[src/rtl/rv_pkg.sv]
// Shared definitions for the instruction-memory writer path.
package rv_pkg;

  localparam logic [31:0] NOP_WORD = 32'h0000_0013;

  typedef enum logic [2:0] {
    IDLE,
    HDR0,
    HDR1,
    DATA,
    FILL,
    DONE,
    ERR
  } loader_state_e;

  function automatic logic state_busy(loader_state_e s);
    return (s == HDR0) || (s == HDR1) || (s == DATA) || (s == FILL);
  endfunction

  // Only the header and payload states take bytes from the source.
  function automatic logic state_ready(loader_state_e s);
    return (s == HDR0) || (s == HDR1) || (s == DATA);
  endfunction

endpackage

[src/rtl/imem_loader_byte_packer.sv]
// Collects four bytes LSB-first into one word; flags the cycle the fourth byte arrives.
module byte_packer (
  input  logic        clk,
  input  logic        rst_n,
  input  logic        clear,
  input  logic        accept,
  input  logic [7:0]  data,
  output logic [31:0] word_c,
  output logic        word_valid_c
);

  logic [23:0] lo_q, lo_d;
  logic [1:0]  idx_q, idx_d;

  always_comb begin
    lo_d  = lo_q;
    idx_d = idx_q;
    if (clear) begin
      lo_d  = 24'd0;
      idx_d = 2'd0;
    end else if (accept) begin
      case (idx_q)
        2'd0:    lo_d[7:0]   = data;
        2'd1:    lo_d[15:8]  = data;
        2'd2:    lo_d[23:16] = data;
        default: lo_d        = lo_q;
      endcase
      idx_d = idx_q + 2'd1;
    end
  end

  // The top byte is taken straight from the bus so the word is ready on the accept edge.
  assign word_c       = {data, lo_q};
  assign word_valid_c = accept && !clear && (idx_q == 2'd3);

  always_ff @(posedge clk or negedge rst_n) begin
    if (!rst_n) begin
      lo_q  <= 24'd0;
      idx_q <= 2'd0;
    end else begin
      lo_q  <= lo_d;
      idx_q <= idx_d;
    end
  end

endmodule

[src/rtl/imem_loader.sv]
// Loads a framed little-endian byte stream into instruction memory, then pads the rest with NOPs.
module imem_loader #(
  parameter int unsigned DEPTH    = 1024,
  parameter logic [31:0] NOP_WORD = rv_pkg::NOP_WORD
) (
  input  logic        clk,
  input  logic        rst_n,
  input  logic        start,
  input  logic        in_valid,
  input  logic [7:0]  in_data,
  output logic        in_ready,
  output logic        mem_we,
  output logic [31:0] mem_addr,
  output logic [31:0] mem_wdata,
  output logic        busy,
  output logic        done,
  output logic        error
);

  localparam int unsigned WIDX_W = $clog2(DEPTH) + 1;

  rv_pkg::loader_state_e state_q, state_d;
  logic [15:0]       n_q, n_d;
  logic [WIDX_W-1:0] word_idx_q, word_idx_d;
  logic              in_ready_q, in_ready_d;
  logic              mem_we_q, mem_we_d;
  logic [31:0]       mem_addr_q, mem_addr_d;
  logic [31:0]       mem_wdata_q, mem_wdata_d;
  logic              busy_q, busy_d;
  logic              done_q, done_d;
  logic              error_q, error_d;

  logic        accept_c;
  logic        pk_clear_c;
  logic        pk_accept_c;
  logic [31:0] pk_word_c;
  logic        pk_word_valid_c;
  logic [15:0] hdr_n_c;
  logic        last_word_c;

  assign accept_c    = in_valid && in_ready_q;
  assign pk_accept_c = accept_c && (state_q == rv_pkg::DATA);
  assign hdr_n_c     = {in_data, n_q[7:0]};
  assign last_word_c = (32'(word_idx_q) + 32'd1) == 32'(n_q);

  byte_packer u_packer (
    .clk          (clk),
    .rst_n        (rst_n),
    .clear        (pk_clear_c),
    .accept       (pk_accept_c),
    .data         (in_data),
    .word_c       (pk_word_c),
    .word_valid_c (pk_word_valid_c)
  );

  always_comb begin
    state_d     = state_q;
    n_d         = n_q;
    word_idx_d  = word_idx_q;
    mem_we_d    = 1'b0;
    mem_addr_d  = mem_addr_q;
    mem_wdata_d = mem_wdata_q;
    done_d      = done_q;
    error_d     = error_q;
    pk_clear_c  = 1'b0;

    case (state_q)
      rv_pkg::IDLE, rv_pkg::DONE, rv_pkg::ERR: begin
        if (start) begin
          state_d    = rv_pkg::HDR0;
          done_d     = 1'b0;
          error_d    = 1'b0;
          n_d        = 16'd0;
          word_idx_d = '0;
          pk_clear_c = 1'b1;
        end
      end
      rv_pkg::HDR0: begin
        if (accept_c) begin
          n_d[7:0] = in_data;
          state_d  = rv_pkg::HDR1;
        end
      end
      rv_pkg::HDR1: begin
        if (accept_c) begin
          n_d = hdr_n_c;
          if (32'(hdr_n_c) > DEPTH) begin
            state_d = rv_pkg::ERR;
            error_d = 1'b1;
          end else if (hdr_n_c == 16'd0) begin
            state_d = rv_pkg::FILL;
          end else begin
            state_d = rv_pkg::DATA;
          end
        end
      end
      rv_pkg::DATA: begin
        if (pk_word_valid_c) begin
          mem_we_d    = 1'b1;
          mem_addr_d  = 32'(word_idx_q) << 2;
          mem_wdata_d = pk_word_c;
          word_idx_d  = word_idx_q + WIDX_W'(1);
          if (last_word_c) begin
            state_d = (32'(n_q) == DEPTH) ? rv_pkg::DONE : rv_pkg::FILL;
          end
        end
      end
      rv_pkg::FILL: begin
        mem_we_d    = 1'b1;
        mem_addr_d  = 32'(word_idx_q) << 2;
        mem_wdata_d = NOP_WORD;
        word_idx_d  = word_idx_q + WIDX_W'(1);
        if (32'(word_idx_q) == DEPTH - 1) begin
          state_d = rv_pkg::DONE;
        end
      end
      default: state_d = rv_pkg::IDLE;
    endcase

    // done rises one cycle after the final write, i.e. once DONE has been held for a cycle.
    if ((state_q == rv_pkg::DONE) && (state_d == rv_pkg::DONE)) begin
      done_d = 1'b1;
    end

    in_ready_d = rv_pkg::state_ready(state_d);
    busy_d     = rv_pkg::state_busy(state_d);
  end

  always_ff @(posedge clk or negedge rst_n) begin
    if (!rst_n) begin
      state_q     <= rv_pkg::IDLE;
      n_q         <= 16'd0;
      word_idx_q  <= '0;
      in_ready_q  <= 1'b0;
      mem_we_q    <= 1'b0;
      mem_addr_q  <= 32'd0;
      mem_wdata_q <= 32'd0;
      busy_q      <= 1'b0;
      done_q      <= 1'b0;
      error_q     <= 1'b0;
    end else begin
      state_q     <= state_d;
      n_q         <= n_d;
      word_idx_q  <= word_idx_d;
      in_ready_q  <= in_ready_d;
      mem_we_q    <= mem_we_d;
      mem_addr_q  <= mem_addr_d;
      mem_wdata_q <= mem_wdata_d;
      busy_q      <= busy_d;
      done_q      <= done_d;
      error_q     <= error_d;
    end
  end

  assign in_ready  = in_ready_q;
  assign mem_we    = mem_we_q;
  assign mem_addr  = mem_addr_q;
  assign mem_wdata = mem_wdata_q;
  assign busy      = busy_q;
  assign done      = done_q;
  assign error     = error_q;

endmodule

[config.mk]
export PLATFORM = sky130hd
export DESIGN_NAME = imem_loader
export DESIGN_NICKNAME = d
export VERILOG_FILES = /design/src/rtl/rv_pkg.sv /design/src/rtl/imem_loader_byte_packer.sv /design/src/rtl/imem_loader.sv
export SDC_FILE = /design/constraint.sdc
export NUM_CORES = 1
export LEC_CHECK = 0
export CAP_MARGIN = 20
export CORE_ASPECT_RATIO = 1.75
export CORE_UTILIZATION = 54
export CTS_BUF_LIST = sky130_fd_sc_hd__clkbuf_16
export CTS_CLUSTER_DIAMETER = 60
export DETAILED_ROUTE_END_ITERATION = 12
export GPL_TIMING_DRIVEN = 1
export PLACE_DENSITY_LB_ADDON = 0.08
export REMOVE_ABC_BUFFERS = 1
export SLEW_MARGIN = 20
export SYNTH_ARGS = -nofsm -noshare
export SYNTH_HDL_FRONTEND = slang
export SYNTH_SLANG_ARGS = --single-unit
[constraint.sdc]
create_clock -name clk -period 2.6 [get_ports clk]
set_clock_uncertainty 0.1 [all_clocks]
set_input_delay 0.78 -clock clk [delete_from_list [all_inputs] [get_ports clk]]
set_output_delay 0.78 -clock clk [all_outputs]
set_load 0.05 [all_outputs]
==> results_dict.tcl, run 1 <==
set metrics [dict create \
    die_width_um 75.8 \
    setup_viol 0 \
    ant_nets 0 \
    clkTransAtPathRegs_ns 0.08 \
    numPortBuffers 59 \
    fillers 698 \
    netlist_instances 585 \
    overflow 0 \
    multi_input_area_mm2 0.00229 \
    core-area_mm2 0.00915 \
    cts-hold-fix-buffers 0 \
    layout_commonest_cell "nand2_1" \
    viasPerCell 5.67 \
    outcome "finished, final reports clean" \
    pwr-share-clk_pct 22.9 \
    syn-cell-area_mm2 0.00515 \
    cts_sinks 104 \
    crit_required_ns 2.77 \
    totalWireLength_mm 13.8 \
    final_cell_mix "nand2_1, dfrtp_1, nand3_1" \
    arrival_ns 2.68 \
    gr-usage-met2_pct 54.3 \
    fin_crit_ns 2.51 \
    p_int_w 0.00393 \
    hold_violations 0 \
    rows 46 \
    dr.pass1.iters 5 \
    p_per_area_mw_per_mm2 1020 \
    cts_buffers 9 \
    fin_nets 680 \
    yosys_most_used_dff "dfrtp_1" \
    use_met3_pct 4.45 \
    vias 4465 \
    path_class "in -> reg" \
    grt_pass1_vias 4552 \
    dp_slack_ns -0.344 \
    finalMaxSlewViolations 0 \
    final.setup.worst_slack_ns 0.0920 \
    antenna_found_initial 0 \
    gp_congestion 0.868 \
    placed_cells 772 \
    ir_worst_vdd_mv 0.786 \
    die_h_um 131 \
    ys_seq_area_share_pct 50.5 \
    cts_resized 0 \
    drive_gt1_share_pct 12.4 \
    post-route-cell-area_mm2 0.00646 \
    synth.distinct_cells 58 \
    initial_core_util_pct 56.3 \
    p_comb_share_pct 41.1 \
    switching_share_pct 40.4 \
    grt-busiest-layer "met2" \
    postSynth.asyncResetShare_pct 100 \
    switchingPower_w 0.00266 \
    post-dp-hpwl_mm 9.88 \
    fin_tns_setup_ns 0 \
    drtIter0Drc 241 \
    cap_violations 0 \
    ff_latch_area_mm2 0.00260 \
    grt_pass1_wl_mm 22.6 \
    clock-root-buffer "clkbuf_16" \
    grt_use_total_pct 30.2 \
    p_leak_nw 2.98 \
    wire_per_inst_um 17.5 \
    antenna_cells 0 \
    place_area_mm2 0.00611 \
    cts_setup_buffers 0 \
    stdcell_count 788 \
    met1_usage_pct 34.2 \
    clock.fmax_mhz 399 \
    ctsLongestPathBuffers 2 \
    ys_warn_count 0 \
    avgSynthCellArea_um2 8.80 \
    path_max_fanout 2 \
    critPathCaptureType "register" \
    tightestPinTransition_ns 0.509 \
    area_delta_synth_final_pct 25.5 \
    hold_path.class "in -> async" \
    cts-htree-levels 3 \
    ios 81 \
    start_kind "primary input" \
    drc 0 \
    ys_seq_elements 104 \
    clock_latency_ns 0.35 \
    fin_crit_sh_pct 96.5 \
    seq_power_share_pct 36.0 \
    grt_start_max_net_pins 55 \
    slew_headroom_pct 66.0 \
    cts_tree "done" \
    fp.dieArea_mm2 0.00995 \
    synth_edf_count 0 \
]
## flip-flops by register name, summed over array words and instances (netlist names)
name	count
busy	1
mem_addr	11
done	1
n_q	16
state_q	3
u_packer.lo_q	24
error	1
mem_we	1
u_packer.idx_q	2
mem_wdata	32
word_idx_q	11
in_ready	1
## synthesized netlist by cell type (2+ instances only)
cell type	instances	area, um2
buf_2	6	30.0
nor4_2	2	25.0
o211ai_1	2	15.0
nand3b_1	3	22.5
nand4_1	8	50.1
nor2b_1	3	18.8
nand2_1	148	556
nand2b_1	5	31.3
inv_1	8	30.0
nor2_1	19	71.3
buf_4	21	158
o21ai_0	34	170
mux2i_1	2	20.0
clkbuf_1	32	120
or3_1	2	12.5
dfrtp_1	104	2600
buf_1	2	7.51
a211o_1	2	17.5
nand3_1	60	300
and4_1	3	26.3
xor2_1	4	35.0
and2_1	2	12.5
and3_1	2	12.5
or4_1	4	30.0
nor3_1	7	35.0
o31ai_1	7	52.6
xnor2_1	8	70.1
nor3b_1	2	15.0
ha_1	5	62.6
a31oi_1	7	43.8
o21a_1	2	15.0
a21o_1	4	30.0
o21bai_1	2	15.0
a22o_1	9	78.8
a21oi_1	31	155
## layout make-up
| class | instances | share of cell area (%) |
|---|---|---|
| tap | 120 | 2.32 |
| multi-input combinational | 431 | 35.4 |
| clock inverter | 7 | 1.76 |
| timing repair buffer | 108 | 16.2 |
| sequential | 104 | 40.3 |
| inverter | 9 | 0.523 |
| clock buffer | 9 | 3.48 |
## per-stage QoR
stage / util, % / hold WS [ns] / power, W
after CTS: 70.4 / 0.286 / 0.00661
final: 70.6 / 0.277 / 0.00659
after floorplan: - / 0.339 / 0.00400
after detailed placement: 66.7 / 0.356 / 0.00508
after global routing: 70.6 / 0.300 / 0.00695
after global placement: 66.7 / 0.348 / 0.00503
## critical path: stages
cell and delay, ns:
clkdlybuf4s50_1 0.45, nor3_2 0.20, nand2_1 0.12, or4_4 0.43, a31o_1 0.24, or3_1 0.37
o211ai_1 0.10
## per-layer routing
metal / part of all wire [%] / routed length (um)
met1: 37 / 5150
met2: 56 / 7730
met3: 2.9 / 403
met4: 3.5 / 475
met5: 0 / 0
## cells by family after synthesis
family          Yosys count  synth area share (%)
simple gates            279                  25.3
compound gates          111                  13.5
flops                   104                  50.5
buf+inv                  70                  6.78
xor+xnor                 12                  2.04
fa+ha+maj                 5                  1.21
mux                       3                 0.607
other cells               1                0.0728
## worst paths after layout
kind,from,endpoint,slack (ns),cells after the start
min reg2reg,mem_addr[7]$_DFFE_PN0P_,mem_addr[7]$_DFFE_PN0P_,0.37,2
min,rst_n,mem_addr[4]$_DFFE_PN0P_,0.28,1
max in group asynchronous,rst_n,mem_wdata[21]$_DFFE_PN0P_,1.48,2
min in group clk,mem_addr[7]$_DFFE_PN0P_,mem_addr[7]$_DFFE_PN0P_,0.37,2
max reg2reg,word_idx_q[6]$_DFFE_PN0P_,busy$_DFF_PN0_,0.21,6
max,in_data[7],busy$_DFF_PN0_,0.09,7
## power by group through the flow
stage | logic (W) | registers (W) | clock network (W)
4_1_cts | 0.00271 | 0.00237 | 0.00153
5_1_grt | 0.00293 | 0.00243 | 0.00159
3_5_place_dp | 0.00269 | 0.00239 | 0
3_3_place_gp | 0.00265 | 0.00238 | 0
6_report | 0.00271 | 0.00237 | 0.00151
2_1_floorplan | 0.00115 | 0.00285 | 0
Note: power is estimated with default switching activity, not from simulation.
==> inputs of run 2 (changes only) <==
Settings changed: SKIP_CTS_REPAIR_TIMING set to 1.
==> results of run 2 <==
No change in the layout: final DEF, timing and power equal those of run 1.
==> inputs of run 3 (changes only) <==
Settings changed: CORE_UTILIZATION 54 to 55.
Clock period 2.6 ns to 3 ns, I/O delays scaled along.
==> run 3 against run 2 <==
Against the previous run: power fell by 17%; sequential share of layout area rose by 1.6 points; worst hold slack improved by 0.090 ns; die area fell by 1.8%; critical endpoint unchanged; largest cell class unchanged.
==> results_dict.tcl, run 3 (same netlist as run 1, synthesis figures left out) <==
set metrics [dict create \
    worst-path-buf-inv 1 \
    fin_crit_sh_pct 89.3 \
    drive_gt1_share_pct 8.66 \
    grt_use_total_pct 29.0 \
    critPathCaptureType "register" \
    clock_latency_ns 0.35 \
    outcome "finished, final reports clean" \
    hold_violations 0 \
    die_h_um 130 \
    placed_cells 753 \
    cp_cell_sequence "clkdlybuf4s50_1, nand3b_1, or4_1, a31o_1, or3_1, o211ai_1" \
    clkTransAtPathRegs_ns 0.07 \
    fillers 817 \
    ff_latch_area_mm2 0.00260 \
    numPortBuffers 59 \
    fin_crit_ns 2.68 \
    start_kind "primary input" \
    crit_start "in_valid" \
    ctsLongestPathBuffers 2 \
    setup_viol 0 \
    totalWireLength_mm 13.1 \
    p_per_area_mw_per_mm2 881 \
    rsz0062_at_grt "no" \
    cts_buffers 9 \
    vias 4386 \
    drc 0 \
    hp-start "mem_addr[10]$_DFFE_PN0P_" \
    crit_family "simple AND/OR/NAND/NOR gates" \
    ant_nets 0 \
    cts-htree-levels 3 \
    grt_pass1_wl_mm 21.0 \
    die_width_um 75.1 \
    drtIter0Drc 247 \
    antenna_found_initial 0 \
    grt_start_max_net_pins 40 \
    hold_path.class "reg -> reg" \
    total_power_w 0.00547 \
    slew_headroom_pct 49.6 \
    crit_required_ns 3.16 \
    stdcell_count 767 \
    arrival_ns 2.84 \
    p_leak_nw 2.84 \
    layout_commonest_cell "nand2_1" \
    clock-root-buffer "clkbuf_16" \
    antenna_cells 0 \
    overflow 0 \
    clock.fmax_mhz 373 \
    rows 46 \
    path_class "in -> reg" \
    path_max_fanout 4 \
    ir_worst_vdd_mv 0.580 \
    core-area_mm2 0.00909 \
    dr.pass1.iters 4 \
    post-dp-hpwl_mm 9.42 \
    slowest_stage "or4_1" \
    finalMaxSlewViolations 0 \
    cap_violations 0 \
    grt_pass1_vias 4237 \
    multi_input_area_mm2 0.00228 \
    wire_per_inst_um 17.1 \
    viasPerCell 5.72 \
    initial_core_util_pct 56.6 \
    tightestPinTransition_ns 0.753 \
    hold_ws_ns 0.367 \
    gp_congestion 0.937 \
    fin_tns_setup_ns 0 \
    final_cell_mix "nand2_1, dfrtp_1, nand3_1" \
    rr_startpoint "word_idx_q[0]$_DFFE_PN0P_" \
    largest_reg_flops 32 \
    cts_sinks 104 \
    cts_tree "done" \
    ios 81 \
    fin_nets 661 \
    area_delta_synth_final_pct 20.6 \
    max_stage_delay_ns 0.57 \
    fp.dieArea_mm2 0.00977 \
]
run 3: cell type report:
class,count,area share (%)
Multi-Input combinational cell,431,36.7
Tap cell,120,2.42
Clock buffer,9,3.63
Clock inverter,5,1.35
Timing Repair Buffer,89,13.5
Sequential cell,104,41.9
Inverter,9,0.544
run 3: where the power goes:
part	total [W]	switching, W	internal [W]
Sequential	0.00211	0.000354	0.00176
Clock	0.00125	0.000519	0.000727
Combinational	0.00211	0.00134	0.000773
Total	0.00547	0.00221	0.00326
run 3: per-stage QoR:
stage                     util [%]  worst slack [ns]  cell area [um2]
after floorplan                  -            -0.490             4910
after global placement        64.9          -0.00263             5900
after detailed placement      64.9           -0.0240             5900
after CTS                     68.3             0.333             6210
after global routing          68.3             0.181             6210
final                         68.3             0.320             6210
run 3: routing by layer:
metal	wire length, um	part of all wire (%)	global-route usage [%]
met1	5000	38	33.2
met2	7300	56	52.5
met3	408	3.1	2.86
met4	377	2.9	14.2
met5	0	0	0
run 3: worst paths after layout:
kind | endpoint | slack, ns | cells past startpoint
max in group asynchronous | mem_wdata[5]$_DFFE_PN0P_ | 1.58 | 2
worst min-delay path | mem_addr[10]$_DFFE_PN0P_ | 0.37 | 2
worst min register to register | mem_addr[10]$_DFFE_PN0P_ | 0.37 | 2
worst max-delay path | busy$_DFF_PN0_ | 0.32 | 6
min in group asynchronous | mem_addr[4]$_DFFE_PN0P_ | 0.42 | 1
worst max register to register | state_q[0]$_DFF_PN0_ | 0.48 | 7
run 3: worst min-delay path, cell delays in order, from the launching register on:
cell and delay, ns:
dfrtp_1 0.34, nand2_1 0.05, nand2_1 0.05
